## src/rtl/tt_pkg.sv

```systemverilog
// Shared types and size derivations for the truth-table LUT evaluator.
package tt_pkg;

  // Serial-config FSM states.
  typedef enum logic [1:0] {
    StIdle,
    StShift,
    StCommit
  } cfg_state_e;

  // Number of entries in one channel's truth table.
  function automatic int unsigned tt_depth(input int unsigned n_in);
    return 32'd1 << n_in;
  endfunction

  // Total number of serial config bits across all channels.
  function automatic int unsigned cfg_bits(input int unsigned n_in, input int unsigned n_ch);
    return n_ch * tt_depth(n_in);
  endfunction

endpackage

```

## src/rtl/tt_cfg_loader.sv

```systemverilog
// Serial truth-table loader: shifts config bits into a shadow register and
// raises a one-cycle commit pulse once every bit has arrived.
module tt_cfg_loader
  import tt_pkg::*;
#(
  parameter int unsigned N_IN = 4,
  parameter int unsigned N_CH = 1
) (
  input  logic                             clk,
  input  logic                             rst,
  input  logic                             cfg_start,
  input  logic                             cfg_bit_valid,
  input  logic                             cfg_bit,
  output logic [cfg_bits(N_IN, N_CH)-1:0] shadow_o,
  output logic                             commit_o,
  output logic                             busy_o
);

  localparam int unsigned CfgBits = cfg_bits(N_IN, N_CH);
  localparam int unsigned KW      = $clog2(CfgBits);

  cfg_state_e         state_q, state_d;
  logic [KW-1:0]      k_q, k_d;
  logic [CfgBits-1:0] shadow_q, shadow_d;

  // Next-state, bit counter and shadow write.
  always_comb begin
    state_d  = state_q;
    k_d      = k_q;
    shadow_d = shadow_q;
    unique case (state_q)
      StIdle: begin
        if (cfg_start) begin
          state_d = StShift;
          k_d     = '0;
        end
      end
      StShift: begin
        if (cfg_start) begin
          // Restart: a bit arriving with the restart lands at position 0.
          if (cfg_bit_valid) begin
            shadow_d[0] = cfg_bit;
            k_d         = KW'(1);
          end else begin
            k_d = '0;
          end
        end else if (cfg_bit_valid) begin
          shadow_d[k_q] = cfg_bit;
          if (k_q == KW'(CfgBits - 1)) begin
            state_d = StCommit;
            k_d     = '0;
          end else begin
            k_d = k_q + 1'b1;
          end
        end
      end
      StCommit: begin
        state_d = StIdle;
      end
      default: begin
        state_d = StIdle;
      end
    endcase
  end

  // State register with synchronous reset.
  always_ff @(posedge clk) begin
    if (rst) begin
      state_q  <= StIdle;
      k_q      <= '0;
      shadow_q <= '0;
    end else begin
      state_q  <= state_d;
      k_q      <= k_d;
      shadow_q <= shadow_d;
    end
  end

  assign shadow_o = shadow_q;
  assign commit_o = (state_q == StCommit);
  assign busy_o   = (state_q == StShift) || (state_q == StCommit);

endmodule

```

## src/rtl/tt_lut_eval.sv

```systemverilog
// Multi-channel truth-table evaluator with a serially reloadable table set
// and a single-stage valid/ready output register.
module tt_lut_eval
  import tt_pkg::*;
#(
  parameter int unsigned               N_IN    = 4,
  parameter int unsigned               N_CH    = 1,
  parameter logic [tt_depth(N_IN)-1:0] TT_INIT = (tt_depth(N_IN))'(16'hBC16)
) (
  input  logic            clk,
  input  logic            rst,
  input  logic            cfg_start,
  input  logic            cfg_bit_valid,
  input  logic            cfg_bit,
  output logic            cfg_busy,
  output logic            cfg_done,
  input  logic            in_valid,
  output logic            in_ready,
  input  logic [N_IN-1:0] in_x,
  output logic            out_valid,
  input  logic            out_ready,
  output logic [N_CH-1:0] out_y
);

  localparam int unsigned TtDepth = tt_depth(N_IN);
  localparam int unsigned CfgBits = cfg_bits(N_IN, N_CH);

  logic [CfgBits-1:0] shadow;
  logic               commit;

  tt_cfg_loader #(
    .N_IN(N_IN),
    .N_CH(N_CH)
  ) u_loader (
    .clk          (clk),
    .rst          (rst),
    .cfg_start    (cfg_start),
    .cfg_bit_valid(cfg_bit_valid),
    .cfg_bit      (cfg_bit),
    .shadow_o     (shadow),
    .commit_o     (commit),
    .busy_o       (cfg_busy)
  );

  // Shadow bit k maps to channel k/TtDepth, entry k%TtDepth: same packing.
  logic [N_CH-1:0][TtDepth-1:0] active_q, active_d;
  logic                         out_valid_q, out_valid_d;
  logic [N_CH-1:0]              out_y_q, out_y_d;
  logic                         accept;

  assign in_ready = (!out_valid_q || out_ready) && !commit;
  assign accept   = in_valid && in_ready;
  assign cfg_done = commit;

  // Whole-table swap on commit; lookup and output-register next state.
  always_comb begin
    active_d    = active_q;
    out_valid_d = out_valid_q;
    out_y_d     = out_y_q;
    if (commit) begin
      active_d = shadow;
    end
    if (accept) begin
      out_valid_d = 1'b1;
      for (int c = 0; c < int'(N_CH); c++) begin
        out_y_d[c] = active_q[c][in_x];
      end
    end else if (out_ready) begin
      out_valid_d = 1'b0;
    end
  end

  // Active tables and output register with synchronous reset.
  always_ff @(posedge clk) begin
    if (rst) begin
      active_q    <= {N_CH{TT_INIT}};
      out_valid_q <= 1'b0;
      out_y_q     <= '0;
    end else begin
      active_q    <= active_d;
      out_valid_q <= out_valid_d;
      out_y_q     <= out_y_d;
    end
  end

  assign out_valid = out_valid_q;
  assign out_y     = out_y_q;

endmodule

```

## config.mk

```make
export PLATFORM = sky130hd
export DESIGN_NAME = tt_lut_eval
export DESIGN_NICKNAME = d
export VERILOG_FILES = /design/src/rtl/tt_pkg.sv /design/src/rtl/tt_cfg_loader.sv /design/src/rtl/tt_lut_eval.sv
export SDC_FILE = /design/constraint.sdc
export NUM_CORES = 1
export LEC_CHECK = 0
export CAP_MARGIN = 40
export CORE_MARGIN = 3
export CORE_UTILIZATION = 41
export DETAILED_ROUTE_END_ITERATION = 10
export HOLD_SLACK_MARGIN = 0.05
export MAX_ROUTING_LAYER = met4
export PLACE_DENSITY_LB_ADDON = 0.2
export SETUP_SLACK_MARGIN = 0.2
export SLEW_MARGIN = 20
export SYNTH_ARGS = -nofsm -noshare
export SYNTH_HDL_FRONTEND = slang
export SYNTH_HIERARCHICAL = 1
export SYNTH_SLANG_ARGS = --single-unit
```

## constraint.sdc

```tcl
create_clock -name clk -period 1.5 [get_ports clk]
set_input_delay 0.3 -clock clk [delete_from_list [all_inputs] [get_ports clk]]
set_output_delay 0.3 -clock clk [all_outputs]
set_load 0.03 [all_outputs]
```

# ---- Word level (Yosys, flattened, before mapping)
# Cells that the tools add are included.
# Widths: inputs -> output; s select.
dict set report op_classes {
  n_addsub 1
  magnitude_cmp 3
  reduce_logical 14
  eq_ne 8
  bitwise 1
  n_mux 21
}
# cell n
set ops {}
lappend ops {{$bwmux 16} 1}
lappend ops {{$mux 4} 4}
lappend ops {{$lt 4x5->1 const B} 2}
lappend ops {{$mux 1} 8}
lappend ops {{$mux 2} 4}
lappend ops {{$pmux 4 s2} 1}
lappend ops {{$ne 2x2->1 const B} 3}
lappend ops {{$reduce_and 3->1} 2}
lappend ops {{$add 4x1->4 const B} 1}
lappend ops {{$bmux 1 s4} 1}
lappend ops {{$demux 1 s4} 1}
lappend ops {{$eq 4x4->1 const B} 1}
lappend ops {{$ge 4x1->1 const B} 1}
lappend ops {{$pmux 2 s2} 1}
lappend ops {{$reduce_and 4->1} 1}
lappend ops {{$reduce_bool 2->1} 2}
lappend ops {{$logic_and 1x1->1} 3}
lappend ops {{$ne 3x3->1 const B} 1}
lappend ops {{$eq 2x1->1 const B} 1}
lappend ops {{$eq 2x2->1 const B} 1}
lappend ops {{$logic_not 1->1} 2}
lappend ops {{$logic_not 2->1} 1}
lappend ops {{$logic_or 1x1->1} 2}
lappend ops {{$ne 2x1->1 const B} 1}
lappend ops {{2 further kinds} 2}
dict set report word_totals {
  word_cells 55
  output_inout_bits 5
  regBits 40
  in_bits 11
}

# ---- Longest topological paths before layout
# Gate-level depths: netlist (run 1).
dict set report logic_depth {
  depth_word 7
  ltp_mapped 7
  ltp_nobuf 6
}

# ---- Modules after synthesis
# Netlist (run 1), hierarchy kept.
# mod area_each_um2 instances cells_per_inst seq_area_each_um2
set by_module_without_submodules {}
lappend by_module_without_submodules {tt_cfg_loader 1126.1 1 138 440.4}
lappend by_module_without_submodules {tt_lut_eval 804.5 1 77 360.3}

# ---- Least setup slack after synthesis (run 1)
# OpenSTA, ideal clock, no wires.
dict set report synth_path {
  path_kind {register -> output}
  from {register u_loader.state_q[0]}
  to {output in_ready}
  stages_incl_launch_ff 6
  required_time_ns 1.200
  path_slack_ns -0.471
  t_arrival_ns 1.671
  path_cell_list {dfxtp_1 -> inv_1 -> ha_1 -> buf_2 -> buf_2 -> nor2b_1}
}
dict set report synth_between {
  elab_chain_len 3
}
# element line
set synth_lines {}
lappend synth_lines {{start, declared} tt_cfg_loader.sv:22} ;# cfg_state_e state_q, state_d;
lappend synth_lines {{start signal, assigned} tt_cfg_loader.sv:69} ;# state_q <= StIdle;
lappend synth_lines {{start signal, assigned} tt_cfg_loader.sv:73} ;# state_q <= state_d;
lappend synth_lines {{$eq 2x2->1} tt_cfg_loader.sv:80} ;# assign commit_o = (state_q == StCommit);
lappend synth_lines {{named net cfg_done} tt_lut_eval.sv:16} ;# output logic cfg_done,
lappend synth_lines {{$logic_not 1->1} tt_lut_eval.sv:51} ;# assign in_ready = (!out_valid_q || out_ready) && !commit;
lappend synth_lines {{$logic_and 1x1->1} tt_lut_eval.sv:51}
lappend synth_lines {{end, declared} tt_lut_eval.sv:18} ;# output logic in_ready,
# The timed path passes the listed nets, and every way through them passes these cells.

# ---- Worst setup path after layout (run 1)
dict set report layout_path {
  from {register u_loader.state_q[0]}
  to {output in_ready}
}
dict set report layout_between {
  elab_chain_len 3
}
# element line
set layout_lines {}
lappend layout_lines {{$eq 2x2->1} tt_cfg_loader.sv:80}
lappend layout_lines {{$logic_not 1->1} tt_lut_eval.sv:51}
lappend layout_lines {{$logic_and 1x1->1} tt_lut_eval.sv:51}
# No other way between the ends.

==> flow_results.org, run 1 <==
** Floorplanning
- Width of the chip :: 74.6 um
- After floorplanning, the core was sized to cover 0.00444 mm2.
- The floorplan has 24 rows.
- Starting Density :: 0.434
- Total die area :: 0.00557 mm2
- Top-level I/O count :: 16
- The floorplan step set the die height to 74.6 um.

** Worst setup path
- Largest driver fanout on the critical path :: 4
- Kind of start point of the critical path :: flip-flop
- At the worst endpoint, the required time is 1200 ps.
- In this design, the stage delay of the slowest critical-path cell is 370 ps.
- Together, buffers and inverters on the worst path number 3.
- The critical path goes through inv_4, ha_4, buf_12, nor2b_4, buf_6.
- Broken down by cell family, the worst path's largest delay share belongs to flip-flops.
- CP max-delay cell :: dfxtp_4
- Setup crit end kind :: output pin
- Critical path type :: flip-flop to output pin
- At the worst endpoint, the arrival time is 1240 ps.

** Global route
- Pin count of the biggest net entering global routing :: 39
- Global-route usage over all layers :: 0.171
- The first global-routing pass estimated 7040 um of wire.
- Antenna violations before repair :: 0
- After global routing the overflow that remains totals 0.
- Vias in the first global route :: 1451

** Route
- Using the TritonRoute via totals, the vias-per-cell ratio works out to 5.32.
- After detailed routing, the average wire length per cell comes to 14.2 um.
- For this run, design rule violations remaining after detail routing come to 0.
- Once detail routing completed, the nets flagged for antenna violations numbered 0.
- Before antenna repair, the detailed router went through 4 iterations.
- Iter 0 DRT Violations :: 89
- The final route contains 1650 vias.
- Summed over all layers, the routed wires come to 4410 um.

** Logic synthesis
- The synthesized netlist contains 34 unique library cells.
- The mapped netlist covers 0.00193 mm2.
- Yosys warnings :: 6
- Synthesis inferred 40 register bits.
- Most used flip-flop cell after synthesis :: dfxtp_1
- Post-Synthesis Mean Instance Area :: 8.98 um2
- When the netlist entered floorplanning its net count stood at 234.
- The synthesized design contains 0 enable-type register cells.
- After technology mapping, the gate count stands at 215.
- Portion of the post-synthesis area used by sequential elements :: 0.415
- Of all flip-flops after synthesis, the portion carrying an async set or reset was 0.

** STA
- For the finished layout, the period the worst path requires is 1540 ps.
- After routing, the total negative slack on setup checks comes to -36.6 ps.
- Number of endpoints failing setup at the final stage :: 1
- The number of hold violations in the final report was 0.
- Dividing the final minimum period by the clock period gives 1.02.
- Min Hold Slack :: 467 ps
- Clock skew on the completed layout was measured at 7.37 ps.
- The number of pins with negative max-slew slack in the final report is 0.
- The worst pin sits at a relative slew slack of 0.644.
- Transition at the pin with the smallest max-transition slack :: 535 ps
- Achievable frequency :: 0.651 GHz
- Final WS setup :: -36.6 ps
- Unrepaired setup endpoints after global routing :: true

** Clock tree
- CTS H-tree lvls :: 2
- TritonCTS built the clock tree.
- Clock tree synthesis found a total of 40 sinks.
- Buffers from clock root to sink, at most :: 2
- Root Buffer Master :: clkbuf_8
- Clock edge transition at the registers on the reported setup and hold paths :: 90 ps
- At the later pin of the worst-skew pair, clock insertion delay measures 290 ps.
- In this run, post-CTS hold repair placed 0 buffers.
- The number of clock buffers added by TritonCTS is 5.

** Placement
- Timing analysis after detailed placement gives a worst setup slack of -463 ps.
- Weighted congestion at the end of routability-driven global placement :: 0.783
- The count of buffers added on input and output ports is 15.
- Number of placed cells counting well taps :: 287
- The HPWL after detailed placement is 2740 um.

** Outcome
- The flow ran to the end, but the final reports show violations.
- Failing checks :: setup timing

** Min path
- The tightest min-delay check is of the flip-flop to flip-flop type.

** Power and ir drop
- The share of total power dissipated in sequential elements is 0.449.
- Proportion of power drawn by the clock network :: 0.374
- Net load switching power :: 0.622 mW
- For this design the ratio of total power to cell area is 873 mW/mm2.
- Combinational share of power :: 0.177
- Maximum vdd ir drop :: 0.474 mV
- Total internal power :: 1.80 mW
- Switching part of the total :: 0.257
- Pleak :: 0.997 nW

** Layout
- Final instance count without filler cells :: 310
- Summing all multi-input logic gate instances after layout gives 0.00128 mm2.
- Commonest non-fill, non-tap cell in the layout :: dfxtp_1
- Registers take 813 um2.
- In the final layout, the share of cells above drive strength 1 is 0.372.
- Commonest cells after routing, fill and taps aside :: dfxtp_1, nor2_1, buf_4
- At the end of the flow, the number of nets in the layout was 276.
- Inserted Diodes :: 0
- Fill cells in the final layout number 380.
- Layout Area Growth over Synthesis :: 43.6%

** Run
- Max-cap check violation count :: 0
## kinds of logic after synthesis
family / after synthesis / share of synthesized area
compound gates: 48 / 0.152
xor+xnor: 1 / 0.00454
simple gates: 82 / 0.218
mux: 20 / 0.120
flops: 40 / 0.415
fa+ha+maj: 8 / 0.0518
buf+inv: 16 / 0.0389
## state kept, by name (all words and copies together), names as in the netlist
signal and count:
u_loader/state_q 2, out_valid 1, out_y 1, active_q 16, u_loader/shadow_o 16, u_loader/k_q 4
## timing repair
action,4_1_cts,5_1_grt
setup endpoints to repair,31,36
gates resized for setup,44,45
gates cloned,1,0
endpoints found under the hold margin,0,0
buffers inserted,11,3
pin swaps,10,26
## cell usage after synthesis, types with 4 or more instances
| cell type | instances | area (um2) |
|---|---|---|
| nor2b_1 | 10 | 62.6 |
| nand2b_1 | 6 | 37.5 |
| buf_2 | 6 | 30.0 |
| clkbuf_1 | 5 | 18.8 |
| inv_1 | 4 | 15.0 |
| a211o_1 | 8 | 70.1 |
| nand2_1 | 17 | 63.8 |
| dfxtp_1 | 40 | 801 |
| o21ai_0 | 16 | 80.1 |
| nor2_1 | 31 | 116 |
| mux2i_1 | 16 | 160 |
| a21oi_1 | 17 | 85.1 |
| ha_1 | 8 | 100 |
| nand4b_1 | 5 | 43.8 |
## stage by stage
step / power [mW] / utilization / cell area [um2]
after detailed placement: 1.39 / 0.509 / 2260
after global placement: 1.39 / 0.509 / 2260
after floorplan: 1.29 / - / 2000
after CTS: 2.37 / 0.581 / 2580
final: 2.42 / 0.624 / 2770
after global routing: 2.53 / 0.624 / 2770
## per-layer routing
metal	share of wire	global-route usage	up-vias	routed length [um]
li1	-	-	840	-
met1	0.46	0.221	779	2010
met2	0.49	0.266	26	2180
met3	0.036	0.0427	5	159
met4	0.012	0.0474	0	53
met5	0	-	-	0
## worst register-to-register path: cells and delay by family, from the launching register on
kind	cells	cell delay (ps)
buf+inv	1	50
compound gates	2	220
fa+ha+maj	1	210
simple gates	2	560
flops	1	380
## power by group through the flow
stage | Sequential (mW) | Combinational, mW | Clock, mW
2_1_floorplan | 1.12 | 0.176 | 0
3_3_place_gp | 1.11 | 0.273 | 0
3_5_place_dp | 1.11 | 0.275 | 0
4_1_cts | 1.09 | 0.343 | 0.937
5_1_grt | 1.09 | 0.460 | 0.977
6_report | 1.09 | 0.429 | 0.906
## path summary, 6_finish.rpt
kind / depth (start not counted) / slack [ps] / to / startpoint
setup / recovery: 5 / -40 / in_ready / u_loader/state_q[0]$_SDFFE_PP0P_
hold / removal: 1 / 470 / active_q[11]$_SDFFE_PP1P_ / u_loader/shadow_o[11]$_SDFFE_PP0P_
setup reg to reg: 6 / 10 / u_loader/k_q[3]$_SDFFE_PP0P_ / u_loader/state_q[1]$_SDFFE_PP0P_
hold reg to reg: 1 / 470 / active_q[11]$_SDFFE_PP1P_ / u_loader/shadow_o[11]$_SDFFE_PP0P_
## layout make-up
type                            instances  share of cell area
Clock buffer                            5              0.0248
Clock inverter                          3              0.0167
Inverter                                4             0.00722
Multi-Input combinational cell        159               0.463
Sequential cell                        40               0.293
Tap cell                               52              0.0235
Timing Repair Buffer                   47               0.172
Note: power is estimated with default switching activity, not from simulation.
==> run 2: changes to the inputs <==
--- a/config.mk
+++ b/config.mk
@@ -12,6 +12,7 @@
 export HOLD_SLACK_MARGIN = 0.05
 export MAX_ROUTING_LAYER = met4
 export PLACE_DENSITY_LB_ADDON = 0.2
+export RECOVER_POWER = 50
 export SETUP_SLACK_MARGIN = 0.2
 export SLEW_MARGIN = 20
 export SYNTH_ARGS = -nofsm -noshare
==> results of run 2 <==
Final layout, timing and power as in run 1 (identical DEF).
==> run 3: changes to the inputs <==
--- a/config.mk
+++ b/config.mk
@@ -8,6 +8,7 @@
 export CAP_MARGIN = 40
 export CORE_MARGIN = 3
 export CORE_UTILIZATION = 41
+export CTS_CLUSTER_DIAMETER = 60
 export DETAILED_ROUTE_END_ITERATION = 10
 export HOLD_SLACK_MARGIN = 0.05
 export MAX_ROUTING_LAYER = met4
==> results of run 3 <==
Final layout, timing and power as in run 1 (identical DEF).
